**src/rtl/truth_sweep_ctrl_if.sv**
```systemverilog
// Control/result bundle and vector bus of the truth-table sweeper.
// SWEEP_ABORT_ON_FAIL_EN adds the fail_idx signal.
interface truth_sweep_ctrl_if;
    logic        start;
    logic [15:0] expected;
    logic        q;
    logic        a;
    logic        b;
    logic        c;
    logic        d;
    logic        busy;
    logic        done;
    logic [15:0] table_out;
    logic [4:0]  mismatch_cnt;
    logic        pass;
`ifdef SWEEP_ABORT_ON_FAIL_EN
    logic [3:0]  fail_idx;

    modport master (
        output start, expected, q,
        input  a, b, c, d, busy, done,
        input  table_out, mismatch_cnt, pass, fail_idx
    );

    modport slave (
        input  start, expected, q,
        output a, b, c, d, busy, done,
        output table_out, mismatch_cnt, pass, fail_idx
    );
`else
    modport master (
        output start, expected, q,
        input  a, b, c, d, busy, done,
        input  table_out, mismatch_cnt, pass
    );

    modport slave (
        input  start, expected, q,
        output a, b, c, d, busy, done,
        output table_out, mismatch_cnt, pass
    );
`endif
endinterface

```
**src/rtl/truth_sweep_ctrl.sv**
```systemverilog
// Drives all 16 vectors of a 4-input function and checks its truth table.
// SWEEP_ABORT_ON_FAIL_EN stops at the first mismatch and reports fail_idx.
module truth_sweep_ctrl #(
    parameter int unsigned SETTLE_CYCLES = 2
) (
    input logic               clk,
    input logic               rst,
    truth_sweep_ctrl_if.slave sw
);
    typedef enum logic [1:0] {IDLE, SETTLE, SAMPLE, DONE} state_e;

    localparam logic [3:0] LAST = 4'(SETTLE_CYCLES - 1);

    state_e      state_q;
    logic [3:0]  idx_q;
    logic [3:0]  cnt_q;
    logic [15:0] exp_q;
    logic [15:0] table_q;
    logic [15:0] table_d;
    logic [4:0]  mis_q;
    logic [4:0]  mis_d;
    logic        miss;
    logic        busy_q;
    logic        done_q;
    logic        pass_q;
`ifdef SWEEP_ABORT_ON_FAIL_EN
    logic [3:0]  fail_idx_q;
`endif

    assign miss  = sw.q != exp_q[idx_q];
    assign mis_d = mis_q + {4'd0, miss};

    always_comb begin
        table_d        = table_q;
        table_d[idx_q] = sw.q;
    end

    always_ff @(posedge clk) begin
        if (rst) begin
            state_q    <= IDLE;
            idx_q      <= '0;
            cnt_q      <= '0;
            exp_q      <= '0;
            table_q    <= '0;
            mis_q      <= '0;
            busy_q     <= 1'b0;
            done_q     <= 1'b0;
            pass_q     <= 1'b0;
`ifdef SWEEP_ABORT_ON_FAIL_EN
            fail_idx_q <= '0;
`endif
        end else begin
            done_q <= 1'b0;
            unique case (state_q)
                IDLE: begin
                    if (sw.start) begin
                        exp_q      <= sw.expected;
                        table_q    <= '0;
                        mis_q      <= '0;
                        pass_q     <= 1'b0;
                        idx_q      <= '0;
                        cnt_q      <= '0;
                        busy_q     <= 1'b1;
`ifdef SWEEP_ABORT_ON_FAIL_EN
                        fail_idx_q <= '0;
`endif
                        state_q    <= SETTLE;
                    end
                end
                SETTLE: begin
                    if (cnt_q == LAST) begin
                        state_q <= SAMPLE;
                    end else begin
                        cnt_q <= cnt_q + 4'd1;
                    end
                end
                SAMPLE: begin
                    table_q <= table_d;
                    mis_q   <= mis_d;
`ifdef SWEEP_ABORT_ON_FAIL_EN
                    if (miss || idx_q == 4'd15) begin
                        if (miss) begin
                            fail_idx_q <= idx_q;
                        end
`else
                    if (idx_q == 4'd15) begin
`endif
                        // idx returns to 0 so the vector bus idles low in DONE
                        idx_q   <= '0;
                        busy_q  <= 1'b0;
                        done_q  <= 1'b1;
                        pass_q  <= mis_d == 5'd0;
                        state_q <= DONE;
                    end else begin
                        idx_q   <= idx_q + 4'd1;
                        cnt_q   <= '0;
                        state_q <= SETTLE;
                    end
                end
                DONE: begin
                    state_q <= IDLE;
                end
                default: begin
                    state_q <= IDLE;
                end
            endcase
        end
    end

    assign sw.a            = idx_q[3];
    assign sw.b            = idx_q[2];
    assign sw.c            = idx_q[1];
    assign sw.d            = idx_q[0];
    assign sw.busy         = busy_q;
    assign sw.done         = done_q;
    assign sw.table_out    = table_q;
    assign sw.mismatch_cnt = mis_q;
    assign sw.pass         = pass_q;
`ifdef SWEEP_ABORT_ON_FAIL_EN
    assign sw.fail_idx     = fail_idx_q;
`endif
endmodule
```
**src/flat_wrapper.sv**
```systemverilog
// flat-port wrapper written by rule: the top's interface ports become plain ports
module truth_sweep_ctrl_flat 
#(
    parameter int unsigned SETTLE_CYCLES = 2
)
  (clk, rst, sw_start, sw_expected, sw_q, sw_a, sw_b, sw_c, sw_d, sw_busy, sw_done, sw_table_out, sw_mismatch_cnt, sw_pass);
  truth_sweep_ctrl_if sw_i ();
  input logic clk;
  input logic rst;
  input wire logic [$bits(sw_i.start)-1:0] sw_start;
  input wire logic [$bits(sw_i.expected)-1:0] sw_expected;
  input wire logic [$bits(sw_i.q)-1:0] sw_q;
  output wire logic [$bits(sw_i.a)-1:0] sw_a;
  output wire logic [$bits(sw_i.b)-1:0] sw_b;
  output wire logic [$bits(sw_i.c)-1:0] sw_c;
  output wire logic [$bits(sw_i.d)-1:0] sw_d;
  output wire logic [$bits(sw_i.busy)-1:0] sw_busy;
  output wire logic [$bits(sw_i.done)-1:0] sw_done;
  output wire logic [$bits(sw_i.table_out)-1:0] sw_table_out;
  output wire logic [$bits(sw_i.mismatch_cnt)-1:0] sw_mismatch_cnt;
  output wire logic [$bits(sw_i.pass)-1:0] sw_pass;
  assign sw_i.start = sw_start;
  assign sw_i.expected = sw_expected;
  assign sw_i.q = sw_q;
  assign sw_a = sw_i.a;
  assign sw_b = sw_i.b;
  assign sw_c = sw_i.c;
  assign sw_d = sw_i.d;
  assign sw_busy = sw_i.busy;
  assign sw_done = sw_i.done;
  assign sw_table_out = sw_i.table_out;
  assign sw_mismatch_cnt = sw_i.mismatch_cnt;
  assign sw_pass = sw_i.pass;
  truth_sweep_ctrl #(.SETTLE_CYCLES(SETTLE_CYCLES)) u_core (.clk(clk), .rst(rst), .sw(sw_i));
endmodule
```
**config.mk**
```make
export PLATFORM = sky130hd
export DESIGN_NAME = truth_sweep_ctrl_flat
export DESIGN_NICKNAME = d
export VERILOG_FILES = /design/src/rtl/truth_sweep_ctrl_if.sv /design/src/rtl/truth_sweep_ctrl.sv /design/src/flat_wrapper.sv
export SDC_FILE = /design/constraint.sdc
export NUM_CORES = 1
export LEC_CHECK = 0
export ABC_AREA = 1
export CORE_AREA = 8 8 66 97
export CTS_BUF_LIST = sky130_fd_sc_hd__clkbuf_2
export CTS_CLUSTER_SIZE = 12
export DETAILED_ROUTE_END_ITERATION = 8
export DIE_AREA = 0 0 74 105
export PLACE_DENSITY = 0.83
export SYNTH_ARGS = -nofsm -noshare
export SYNTH_HDL_FRONTEND = slang
export SYNTH_SLANG_ARGS = --single-unit
```
**constraint.sdc**
```tcl
create_clock -name clk -period 1.9 [get_ports clk]
set_input_delay 0.38 -clock clk [delete_from_list [all_inputs] [get_ports clk]]
set_output_delay 0.38 -clock clk [all_outputs]
set_load 0.05 [all_outputs]
```
## Word level (Yosys, flattened, before mapping)

Cells that the tools add are included.

| word-level totals | value |
|---|---|
| register bits | 50 |
| bits in latches | 0 |
| RAM bits | 0 |
| bits in read-only memories | 0 |
| output and inout bits | 28 |
| memories | 0 |

| operators by class | value |
|---|---|
| add/subtract/negate cells | 3 |
| $mul | 0 |
| divide/modulo/power cells | 0 |
| order comparisons | 2 |
| equality and inequality tests | 11 |
| shifts and indexed selects | 0 |
| mux-type cells | 26 |
| bitwise operators | 1 |
| reduce and logical (&&, ||, !) cells | 11 |

Operator list:

| cell | number |
|---|---|
| $pmux W16 S2 | 1 |
| $bwmux W16 | 1 |
| $mux W16 | 1 |
| $mux W4 | 4 |
| $pmux W4 S3 | 1 |
| $pmux W5 S2 | 1 |
| $add A4 B1 Y4 const B | 2 |
| $pmux W2 S4 | 1 |
| $pmux W4 S2 | 1 |
| $mux W1 | 7 |
| $mux W2 | 3 |
| $ne A2 B2 Y1 const B | 3 |
| $reduce_and A2 Y1 | 3 |
| $add A5 B1 Y5 | 1 |
| $logic_not A5 Y1 | 1 |
| $lt A4 B5 Y1 const B | 1 |
| $mux W5 | 1 |
| $bmux W1 S4 | 1 |
| $demux W1 S4 | 1 |
| $eq A2 B2 Y1 const B | 2 |
| $eq A4 B1 Y1 const B | 1 |
| $eq A4 B4 Y1 const B | 1 |
| $ge A4 B1 Y1 const B | 1 |
| $ne A2 B1 Y1 const B | 2 |
| 11 further kinds | 12 |

## Logic depth before layout (Yosys ltp)

Gate-level depths: netlist of the first run.

| depth | value |
|---|---|
| depth in word-level cells | 7 |
| mapped depth | 15 |
| depth with buffers taken out | 15 |

## Least setup slack after synthesis of the first run

Ideal clock, no wire load.

| timing | value |
|---|---|
| kind | reg-to-reg |
| from | register u_core.idx_q[0] |
| to | register u_core.mis_q[4], in the netlist u_core.sw.mismatch_cnt[4] |
| arrival time | 2572 ps |
| path slack | -742 ps |
| stages on the path, launching flop included | 15 |
| cell sequence | dfxtp_1 -> clkinv_1 -> nand2_1 -> nand3_1 -> nand2_1 -> nand2_1 -> nand2_1 -> nor3_1 -> nor2_1 -> ha_1 -> ha_1 -> nand3_1 -> xor2_1 -> or2_2 -> a21oi_1 |

| between the ends | value |
|---|---|
| longest elaborated chain between the ends | 5 |

RTL lines:

| what | RTL line | RTL |
|---|---|---|
| start: declaration | truth_sweep_ctrl.sv:15 | `logic [3:0] idx_q;` |
| start signal: assignment | truth_sweep_ctrl.sv:95 | `idx_q <= idx_q + 4'd1;` |
| $bmux W1 S4 | truth_sweep_ctrl.sv:30 | `assign miss = sw.q != exp_q[idx_q];` |
| $mux W1 (implied by the code) | truth_sweep_ctrl.sv:30 |  |
| $ne A1 B1 Y1 | truth_sweep_ctrl.sv:30 |  |
| $add A5 B1 Y5 | truth_sweep_ctrl.sv:31 | `assign mis_d = mis_q + {4'd0, miss};` |
| $pmux W5 S2 | truth_sweep_ctrl.sv:54 | `unique case (state_q)` |
| end signal: assignment | truth_sweep_ctrl.sv:79 | `mis_q <= mis_d;` |
| end: declaration | truth_sweep_ctrl.sv:20 | `logic [4:0] mis_q;` |

Every way passes these cells. The select of a mux whose other input is x is not followed.
A chain may end at the register's enable or synchronous reset.

## Final worst setup path of the first run

Ends and elaborated chain as after synthesis.

==> flow_summary.toml, run 1 <==
[floorplan]
start_util_pct = 46.3
core_area_sq_um = 5000
boundaryPins = 48
fp.dieW_um = 74
dieArea_sq_um = 7770
die-height_um = 105
row_count = 32

[worst_hold_path]
min_from = "u_core.exp_q[5]$_SDFFE_PP0P_"
whs_path_depth = 2
worst_hold_path_type = "reg -> reg"
min_to = "u_core.exp_q[5]$_SDFFE_PP0P_"

[routing]
wl_per_cell_um = 13.9
ant_nets = 0
routed_wl_um = 6210
via_per_inst = 5.15
route.vias.total = 2306
drc = 0
drt_iter0_markers = 214
first_pass_iters = 4

[placed_design]
hpwl_um = 4470
io_buffers = 47
dpl_cell_area_sq_um = 2960
gp_congestion = 0.877

[worst_setup_path]
rr_startpoint = "u_core.idx_q[0]$_SDFFE_PP0P_"
crit_top_cell = "nand2_1"
slowest_stage = "dfxtp_4"
r2r_cells = 15
critPathKind = "reg -> reg"
crit_path_end_kind = "flop"
critPathBufInv = 1
worst_ep_required_time_ns = 2.28
crit_path_cell_trace = "inv_4 > nand2_1 > nand3_2 > nand2_1 > nand2_1 > nand2_2 > nor2_1 > nor2_1 > nor2_2 > ha_2 > ha_4 > nand3_2 > xor2_2 > or2_4 > a21oi_2"
crit_fanout = 9
r2r_end = "u_core.sw.mismatch_cnt[4]$_SDFFE_PP0P_"
cp_slowest_stage_delay_ns = 0.43
critPathArrivalTime_ns = 2.64
path_delay_family = "simple AND/OR/NAND/NOR gates"
cp-start-kind = "flop"
reg2reg_setup_slack_ns = -0.36

[global_route]
grt_pass1_vias = 2247
grt_overflow = 0
grt_max_degree = 44
grt_pass1_wl_um = 9750
grt_usage_pct = 15.6
antenna_found_initial = 0

[clocking]
root_buffer = "clkbuf_2"
cts_buffer_depth = 2
cts_inserted_buffers = 5
cts_tree = "built"
clkSinkCount = 50
ctsHoldBuffers = 0
insertion_delay_ns = 0.44
cts.clk_slew.worst_paths_ns = 0.25
htree_levels = 2

[timing]
finClkSkew_ns = 0.0243
min_period_ns = 2.26
min_period_over_period_pct = 119
tightest_slew_ns = 0.493
max_slew_margin_pct = 67.3
finalMaxSlewViolations = 0
rsz0062_at_grt = "true"
setup_viol = 5
fin_ws_ns = -0.362
max_clock_freq_ghz = 0.442
hold-worst-slack_ns = 0.473
final-hold-violation-count = 0

[job]
cap_violations = 0

[yosys]
syn_area_sq_um = 2310
ys_ff_latch = 50
async_flop_share_pct = 0
postSynthAreaPerCell_sq_um = 7.52
synth_edf_count = 0
yosysWarnings = 0
synth_cell_types = 31
synth_nets = 336
synth_ff_type = "dfxtp_1"
netlist_instances = 308
yosysSeqAreaShare_pct = 43.2

[status]
violations = "negative setup slack"
status = "finished, violations left"

[pwr]
p_comb_share_pct = 14.6
power_leakage_nw = 1.36
power.density_nw_per_um2 = 659
p_sw_share_pct = 25.6
p_clk_share_pct = 32.6
ir_worst_vdd_v = 0.000373
internal-power_mw = 1.57
p_sw_uw = 540
power_frac_seq_pct = 52.8

[finish]
drive_above_1_share_pct = 25.8
final_cell_mix = "buf_4, nand2_1, dfxtp_1"
layout.nets = 407
area_growth_pct = 38.1
fill_cells = 416
stdcell_area_sq_um = 3200
antenna_cells = 0
final_common_cell = "buf_4"
## synth_stat cells (4+ instances only)
master,instances,area [sq um]
nand2_1,53,199
inv_1,33,124
nor3_1,7,35.0
clkbuf_1,6,22.5
a211oi_1,12,90.1
buf_2,4,20.0
a21oi_1,41,205
ha_1,8,100
o21ai_0,26,130
nand3_1,14,70.1
nor2_1,24,90.1
dfxtp_1,50,1000
## state kept, by name, indices dropped and copies added (netlist names)
| register | flops |
|---|---|
| u_core.exp_q | 16 |
| u_core.sw.table_out | 16 |
| u_core.sw.mismatch_cnt | 5 |
| u_core.cnt_q | 4 |
| u_core.idx_q | 4 |
| u_core.state_q | 2 |
| u_core.sw.busy | 1 |
| u_core.sw.done | 1 |
| u_core.sw.pass | 1 |
## power groups by stage
stage               Clock, mW  Sequential (mW)  Combinational, mW
global placement            0             1.13              0.282
floorplan                   0             1.14              0.170
detailed placement          0             1.13              0.290
finish                  0.686             1.11              0.307
global route            0.736             1.12              0.343
CTS                     0.692             1.11              0.295
## cells by family after synthesis
family                     Yosys count  synth area share [%]
and+or+nand+nor                    110                  21.5
AOI/OAI and AO/OA                   86                  20.8
xor gates and xnor gates             4                  1.51
adders and majority gates            8                  4.32
DFF                                 50                  43.2
buffers and inverters               50                  8.65
## tightest hold or removal path: cells and delay by family, from the launching register on
| kind | cells | cell delay [ns] |
|---|---|---|
| AO/OA/AOI/OAI | 1 | 0.05 |
| flip-flops | 1 | 0.36 |
| buffers and inverters | 1 | 0.06 |
## per-layer routing
metal  vias up  track usage [%]  routed length [um]  share of wire (%)
li1       1166                -                   -                  -
met5         -                0                   0                  0
met1      1059             14.7                2230                 36
met3        19             3.73                 337                5.4
met2        62             29.4                3420                 55
met4         0             7.47                 218                3.5
## through the flow
| step | setup WS [ns] | TNS (ns) | total power, mW | utilization [%] | cells |
|---|---|---|---|---|---|
| floorplan | -0.183 | -0.440 | 1.31 | - | 308 |
| global placement | -0.226 | -0.585 | 1.41 | 59.1 | 431 |
| finish | -0.362 | -1.36 | 2.10 | 63.8 | 448 |
| CTS | -0.253 | -0.790 | 2.10 | 61.8 | 444 |
| detailed placement | -0.266 | -0.748 | 1.42 | 59.1 | 431 |
| global route | -0.519 | -2.19 | 2.20 | 63.8 | 448 |
## how the worst max path moves through the flow
| stage | cells past startpoint | endpoint | startpoint | slack [ns] |
|---|---|---|---|---|
| after floorplan | 15 | u_core.sw.mismatch_cnt[4]$_SDFFE_PP0P_ | u_core.idx_q[0]$_SDFFE_PP0P_ | -0.18 |
| after global placement | 8 | u_core.sw.pass$_SDFFE_PP0P_ | sw_q | -0.23 |
| after detailed placement | 9 | u_core.sw.pass$_SDFFE_PP0P_ | sw_q | -0.27 |
| after CTS | 15 | u_core.sw.mismatch_cnt[4]$_SDFFE_PP0P_ | u_core.idx_q[0]$_SDFFE_PP0P_ | -0.25 |
| after global routing | 15 | u_core.sw.mismatch_cnt[4]$_SDFFE_PP0P_ | u_core.idx_q[0]$_SDFFE_PP0P_ | -0.52 |
| final | 15 | u_core.sw.mismatch_cnt[4]$_SDFFE_PP0P_ | u_core.idx_q[0]$_SDFFE_PP0P_ | -0.36 |
## area by class of cell
class                   count  area, sq um  share of cell area [%]
clock inverters             3         63.8                    2.00
flip-flops and latches     50         1010                    31.7
repair buffers             75          636                    19.9
clock buffers               5         25.0                   0.783
well taps                  68         85.1                    2.66
inverters                  39          156                    4.89
multi-input cells         208         1220                    38.1
## repair_timing
action | CTS | global route
endpoints found under the setup margin | 9 | 7
pin swaps | 6 | 12
gates resized for setup | 9 | 20
setup buffers | 5 | 4
(Power assumes the default switching activity.)
==> run 2: changes to the inputs <==
Settings changed: SLEW_MARGIN from default to 20.
==> results of run 2 <==
The final DEF is identical to that of run 1; final timing and power are the same.
